`src/rtl/imm_packer_pkg.sv`:
```
// Shared definitions for the immediate packer and the decode path.
package imm_packer_pkg;

    // Immediate layout selector, shared with the decode-side sign-extender.
    typedef enum logic [2:0] {
        IMM_I = 3'b000,
        IMM_S = 3'b001,
        IMM_B = 3'b010,
        IMM_J = 3'b011
    } imm_src_e;

    // Canonical NOP: addi x0, x0, 0
    localparam logic [31:0] NOP = 32'h0000_0013;

    localparam logic [6:0] OP_IMM = 7'b0010011;
    localparam logic [6:0] STORE  = 7'b0100011;
    localparam logic [6:0] BRANCH = 7'b1100011;
    localparam logic [6:0] JAL    = 7'b1101111;

    // True when every bit of the given slice matches its neighbour (pure sign extension).
    function automatic logic all_same(input logic [31:0] v, input int unsigned lsb);
        logic ok;
        ok = 1'b1;
        for (int unsigned i = lsb; i < 31; i++) begin
            if (v[i] != v[31]) ok = 1'b0;
        end
        return ok;
    endfunction

endpackage

```
`src/rtl/imm_pack_comb.sv`:
```
// Combinational RV32I field packer with immediate range check.
module imm_pack_comb
    import imm_packer_pkg::*;
(
    input  logic [2:0]  ImmSrc,
    input  logic [31:0] imm,
    input  logic [6:0]  opcode,
    input  logic [4:0]  rd,
    input  logic [4:0]  rs1,
    input  logic [4:0]  rs2,
    input  logic [2:0]  funct3,
    output logic [31:0] word,
    output logic        fits
);

    // Select layout and judge whether the immediate survives truncation.
    always_comb begin
        word = NOP;
        fits = 1'b0;
        case (ImmSrc)
            IMM_I: begin
                word = {imm[11:0], rs1, funct3, rd, opcode};
                fits = all_same(imm, 11);
            end
            IMM_S: begin
                word = {imm[11:5], rs2, rs1, funct3, imm[4:0], opcode};
                fits = all_same(imm, 11);
            end
            IMM_B: begin
                word = {imm[12], imm[10:5], rs2, rs1, funct3, imm[4:1], imm[11], opcode};
                fits = all_same(imm, 12) && !imm[0];
            end
            IMM_J: begin
                word = {imm[20], imm[10:1], imm[11], imm[19:12], rd, opcode};
                fits = all_same(imm, 20) && !imm[0];
            end
            default: begin
                // Unknown layout: emit a harmless NOP but flag it.
                word = NOP;
                fits = 1'b0;
            end
        endcase
    end

endmodule

```
`src/rtl/imm_packer.sv`:
```
// Registered instruction packer with valid/ready output, address counter and sticky range error.
module imm_packer
    import imm_packer_pkg::*;
#(
    parameter int unsigned           ADDR_WIDTH = 8,
    parameter logic [ADDR_WIDTH-1:0] BASE_ADDR  = '0
) (
    input  logic                  clk,
    input  logic                  rst,
    input  logic                  restart,
    input  logic                  in_valid,
    output logic                  in_ready,
    input  logic [2:0]            ImmSrc,
    input  logic [31:0]           imm,
    input  logic [6:0]            opcode,
    input  logic [4:0]            rd,
    input  logic [4:0]            rs1,
    input  logic [4:0]            rs2,
    input  logic [2:0]            funct3,
    output logic                  out_valid,
    input  logic                  out_ready,
    output logic [31:0]           instr,
    output logic [ADDR_WIDTH-1:0] addr,
    output logic                  range_err,
    output logic [ADDR_WIDTH-1:0] err_addr
);

    logic [31:0]           packed_word;
    logic                  fits;
    logic                  valid_q;
    logic [31:0]           instr_q;
    logic [ADDR_WIDTH-1:0] addr_q;
    logic                  err_q;
    logic [ADDR_WIDTH-1:0] err_addr_q;
    logic                  accept;
    logic                  drain;
    logic [ADDR_WIDTH-1:0] addr_next;
    logic [ADDR_WIDTH-1:0] word_addr;

    imm_pack_comb u_pack (
        .ImmSrc (ImmSrc),
        .imm    (imm),
        .opcode (opcode),
        .rd     (rd),
        .rs1    (rs1),
        .rs2    (rs2),
        .funct3 (funct3),
        .word   (packed_word),
        .fits   (fits)
    );

    // Handshake decode; restart blocks both sides for the cycle.
    always_comb begin
        in_ready  = !restart && (!valid_q || out_ready);
        accept    = in_valid && in_ready;
        drain     = !restart && valid_q && out_ready;
        addr_next = addr_q + ADDR_WIDTH'(4);
        // A word accepted alongside a drain lands at the following slot.
        word_addr = drain ? addr_next : addr_q;
    end

    // Output register, address counter and first-error capture.
    always_ff @(posedge clk or posedge rst) begin
        if (rst) begin
            valid_q    <= 1'b0;
            instr_q    <= '0;
            addr_q     <= BASE_ADDR;
            err_q      <= 1'b0;
            err_addr_q <= '0;
        end else if (restart) begin
            valid_q    <= 1'b0;
            addr_q     <= BASE_ADDR;
            err_q      <= 1'b0;
            err_addr_q <= '0;
        end else begin
            if (drain) begin
                addr_q <= addr_next;
            end
            if (accept) begin
                valid_q <= 1'b1;
                instr_q <= packed_word;
                if (!fits && !err_q) begin
                    err_q      <= 1'b1;
                    err_addr_q <= word_addr;
                end
            end else if (drain) begin
                valid_q <= 1'b0;
            end
        end
    end

    assign out_valid = valid_q;
    assign instr     = instr_q;
    assign addr      = addr_q;
    assign range_err = err_q;
    assign err_addr  = err_addr_q;

endmodule

```
`config.mk`:
```
export PLATFORM = sky130hd
export DESIGN_NAME = imm_packer
export DESIGN_NICKNAME = d
export VERILOG_FILES = /design/src/rtl/imm_packer_pkg.sv /design/src/rtl/imm_pack_comb.sv /design/src/rtl/imm_packer.sv
export SDC_FILE = /design/constraint.sdc
export NUM_CORES = 1
export LEC_CHECK = 0
export CAP_MARGIN = 10
export CORE_MARGIN = 2
export CORE_UTILIZATION = 42
export CTS_BUF_LIST = sky130_fd_sc_hd__clkbuf_8 sky130_fd_sc_hd__clkbuf_16
export DETAILED_ROUTE_END_ITERATION = 10
export PLACE_DENSITY = 0.89
export SYNTH_ARGS = -nofsm -noshare
export SYNTH_HDL_FRONTEND = slang
export SYNTH_SLANG_ARGS = --single-unit
```
`constraint.sdc`:
```
create_clock -name clk -period 4.73 [get_ports clk]
set_clock_uncertainty 0.05 [all_clocks]
set_input_delay 0.7095 -clock clk [delete_from_list [all_inputs] [get_ports clk]]
set_output_delay 0.7095 -clock clk [all_outputs]
set_load 0.02 [all_outputs]
```
==> out/qor.txt <==
Post-CTS Setup Bufs = 0
vias in the first global route = 2179
TritonRoute pass-1 iters = 4
GPL Wtd Cong = 0.776
Worst Path Required = 3970 ps
r2r endpoint = instr[11]$_DFFE_PP0P_
drt drc = 0
post-cts resize count = 0
hold_ws = 433 ps
peak supply drop = 0.181 mV
worst-margin pin slew = 1080 ps
Hold Crit Depth = 2
gr usage total = 20.9%
Total Power = 1.05 mW
outcome = completed
HPWL Detailed = 4.63 mm
die area = 0.00623 sq mm
Crit path buffers/inverters = 2
Die X = 78.9 microns
hold path endpoint = instr[31]$_DFFE_PP0P_
RSZ-0062 raised after global routing = false
clock slew at reported path FFs = 80 ps
Post-synth EDFFs = 0
f_max = 326 MHz
share of layout cells above drive strength 1 = 4.34%
Slowest cell on crit path = clkdlybuf4s50_1
busiest grt layer = met2
crit path launch = restart
Synth area leader = dfrtp_1
DR vias = 2131
critical path type = in -> out
largest net degree at the start of global routing = 51
arrival time at the worst endpoint = 2310 ps
leading post-synthesis cells by cell area = dfrtp_1 (53%), mux2i_1 (7.6%), nand2_1 (6.4%)
FILL cells = 445
Synth Warn # = 0
Row Count = 27
Vias/cell = 5.10
critical path's largest stage delay = 650 ps
Max Buffers Root-to-Sink = 2
core area = 0.00547 sq mm
number of port buffers = 115
1st-iter DRT viols = 70
placed cell area = 0.00356 sq mm
setup TNS = 0 ps
Initial Utilization = 43.1%
final WL = 6.06 mm
kind of cell adding the most delay to the critical path = buffers and inverters
Top Ports = 116
R2R depth = 6
initial antenna violation count = 0
Unique masters post-synth = 35
Final ANT Viol Nets = 0
area grow syn2layout = 55.4%
Fin. Hold Viols = 0
PD cells = 287 mW/mm^2
top-area cell type share of the netlist area = 53.1%
met3 usage = 6.59%
GRT met2 Usage = 35.7%
max-slew violations = 0
Seq/Total Area, Yosys = 53.1%
met1 Use GR = 25.9%
Post-Syn Area = 0.00236 sq mm
Remaining Overflow, GRT = 0
CP Capture Type = output pin
headroom to the max-slew limit = 27.2%
Hold Path Origin = instr[31]$_DFFE_PP0P_
clk root buf = clkbuf_8
type of origin of the critical path = input pin
CTS buffer count = 5
post-route clock period utilization = 64.9%
Nets = 411
first-pass GRT wire length = 10.3 mm
post-route cell area = 0.00366 sq mm
CTS tree = yes
later-pin clock latency in the skew report = 290 ps
time the worst path needs with I/O delays and setup = 3070 ps
reg-to-reg startpoint = out_valid$_DFFE_PP0P_
CP Max Fanout = 13
CP dominant cell by count = clkdlybuf4s50_1
Max Cap Viol = 0
Top FF cell, synth = dfrtp_1
drt wl/cell = 14.5 microns
Post-Syn Instances = 234
H-tree lvl count = 2
Die H = 78.9 microns
Post-Syn Nets = 300
Final setup violation count = 0
CP Cell Sequence = clkdlybuf4s50_1 > nor2_1 > clkdlybuf4s50_1
number of synthesized register bits = 50
diode count = 0
CTS Hold Buffers Added = 0
flop-to-flop setup slack = 2650 ps
Sinks on Clock Net = 50
Async SR Flop Fraction = 100%
Leakage = 1.58 nW
syn_area_per_cell = 10.1 sq um
hold crit path type = reg -> reg
-- routing by layer --
metal,routed length [microns],vias to the layer above,share of wire [%]
met5,0,-,0
met4,80,0,1.3
li1,-,1045,-
met3,562,9,9.3
met2,2870,95,47
met1,2550,982,42
-- metrics by stage --
| stage | cells | setup WS, ps | utilization (%) |
|---|---|---|---|
| after floorplan | 234 | 2440 | - |
| after global placement | 410 | 1730 | 65.0 |
| after detailed placement | 410 | 1670 | 65.0 |
| after CTS | 418 | 1670 | 66.9 |
| after global routing | 418 | 1540 | 66.9 |
| final | 418 | 1660 | 66.9 |
-- sequential cells by signal (all words and copies together) (netlist names) --
signal / cells
err_addr: 8
instr: 32
out_valid: 1
range_err: 1
addr: 8
-- report_power, final --
group	total, mW	leakage (nW)	internal (mW)	switching (mW)
Sequential	0.487	0.664	0.465	0.0229
Clock	0.284	0.0607	0.154	0.130
Combinational	0.280	0.859	0.143	0.136
Total	1.05	1.58	0.762	0.290
-- final cells by class --
type	count	area [sq um]	share of cell area (%)
tap	72	90.1	2.46
clock buffer	5	68.8	1.88
sequential	50	1250	34.2
clock inverter	3	37.5	1.02
inverter	1	3.75	0.102
multi-input combinational	171	1050	28.7
timing repair buffer	116	1160	31.6
-- kinds of logic after synthesis --
kind of cell | share of synthesized area [%]
AND/OR/NAND/NOR | 19.2
flip-flops | 53.1
buffers and inverters | 2.39
AO/OA/AOI/OAI | 14.1
XOR/XNOR | 2.60
adder cells (fa/ha/maj) | 0.531
multiplexers | 8.12
-- worst reg2reg max path, cell delays in order, from the launching register on --
cell and delay, ps:
dfrtp_1 420, nor2b_1 160, nor2_1 200, nand2_2 230, buf_4 310, or2_2 420, o21ai_0 210
-- cell usage after synthesis, drive strengths merged, types with 2 or more instances --
cell,instances
nand2,40
or3,3
xnor2,3
mux2i,18
nor2,17
nand4,3
nand2b,10
o21ai,25
nand3,8
xor2,4
nand3b,2
nor2b,3
nor4,3
a21oi,4
clkbuf,10
buf,2
o31ai,8
a22o,8
dfrtp,50
-- placed cells by master (no fill, tap or decap), types with 4 or more instances in the layout --
| cell | n |
|---|---|
| a22o_1 | 8 |
| nand2b_1 | 10 |
| o31ai_1 | 8 |
| o21ai_0 | 25 |
| clkdlybuf4s50_1 | 115 |
| clkbuf_8 | 5 |
| dfrtp_1 | 50 |
| nand3_1 | 8 |
| mux2i_1 | 18 |
| nand2_1 | 39 |
| xor2_1 | 4 |
| nor2_1 | 17 |
-- worst max path at each step --
| stage | slack (ps) | endpoint | cells past startpoint |
|---|---|---|---|
| 2_1_floorplan | 2440 | err_addr[0]$_DFFE_PP0P_ | 7 |
| 3_3_place_gp | 1730 | in_ready | 3 |
| 3_5_place_dp | 1670 | in_ready | 3 |
| 4_1_cts | 1670 | in_ready | 3 |
| 5_1_grt | 1540 | in_ready | 3 |
| 6_report | 1660 | in_ready | 3 |
No activity file was read; power rests on OpenSTA's default activity.
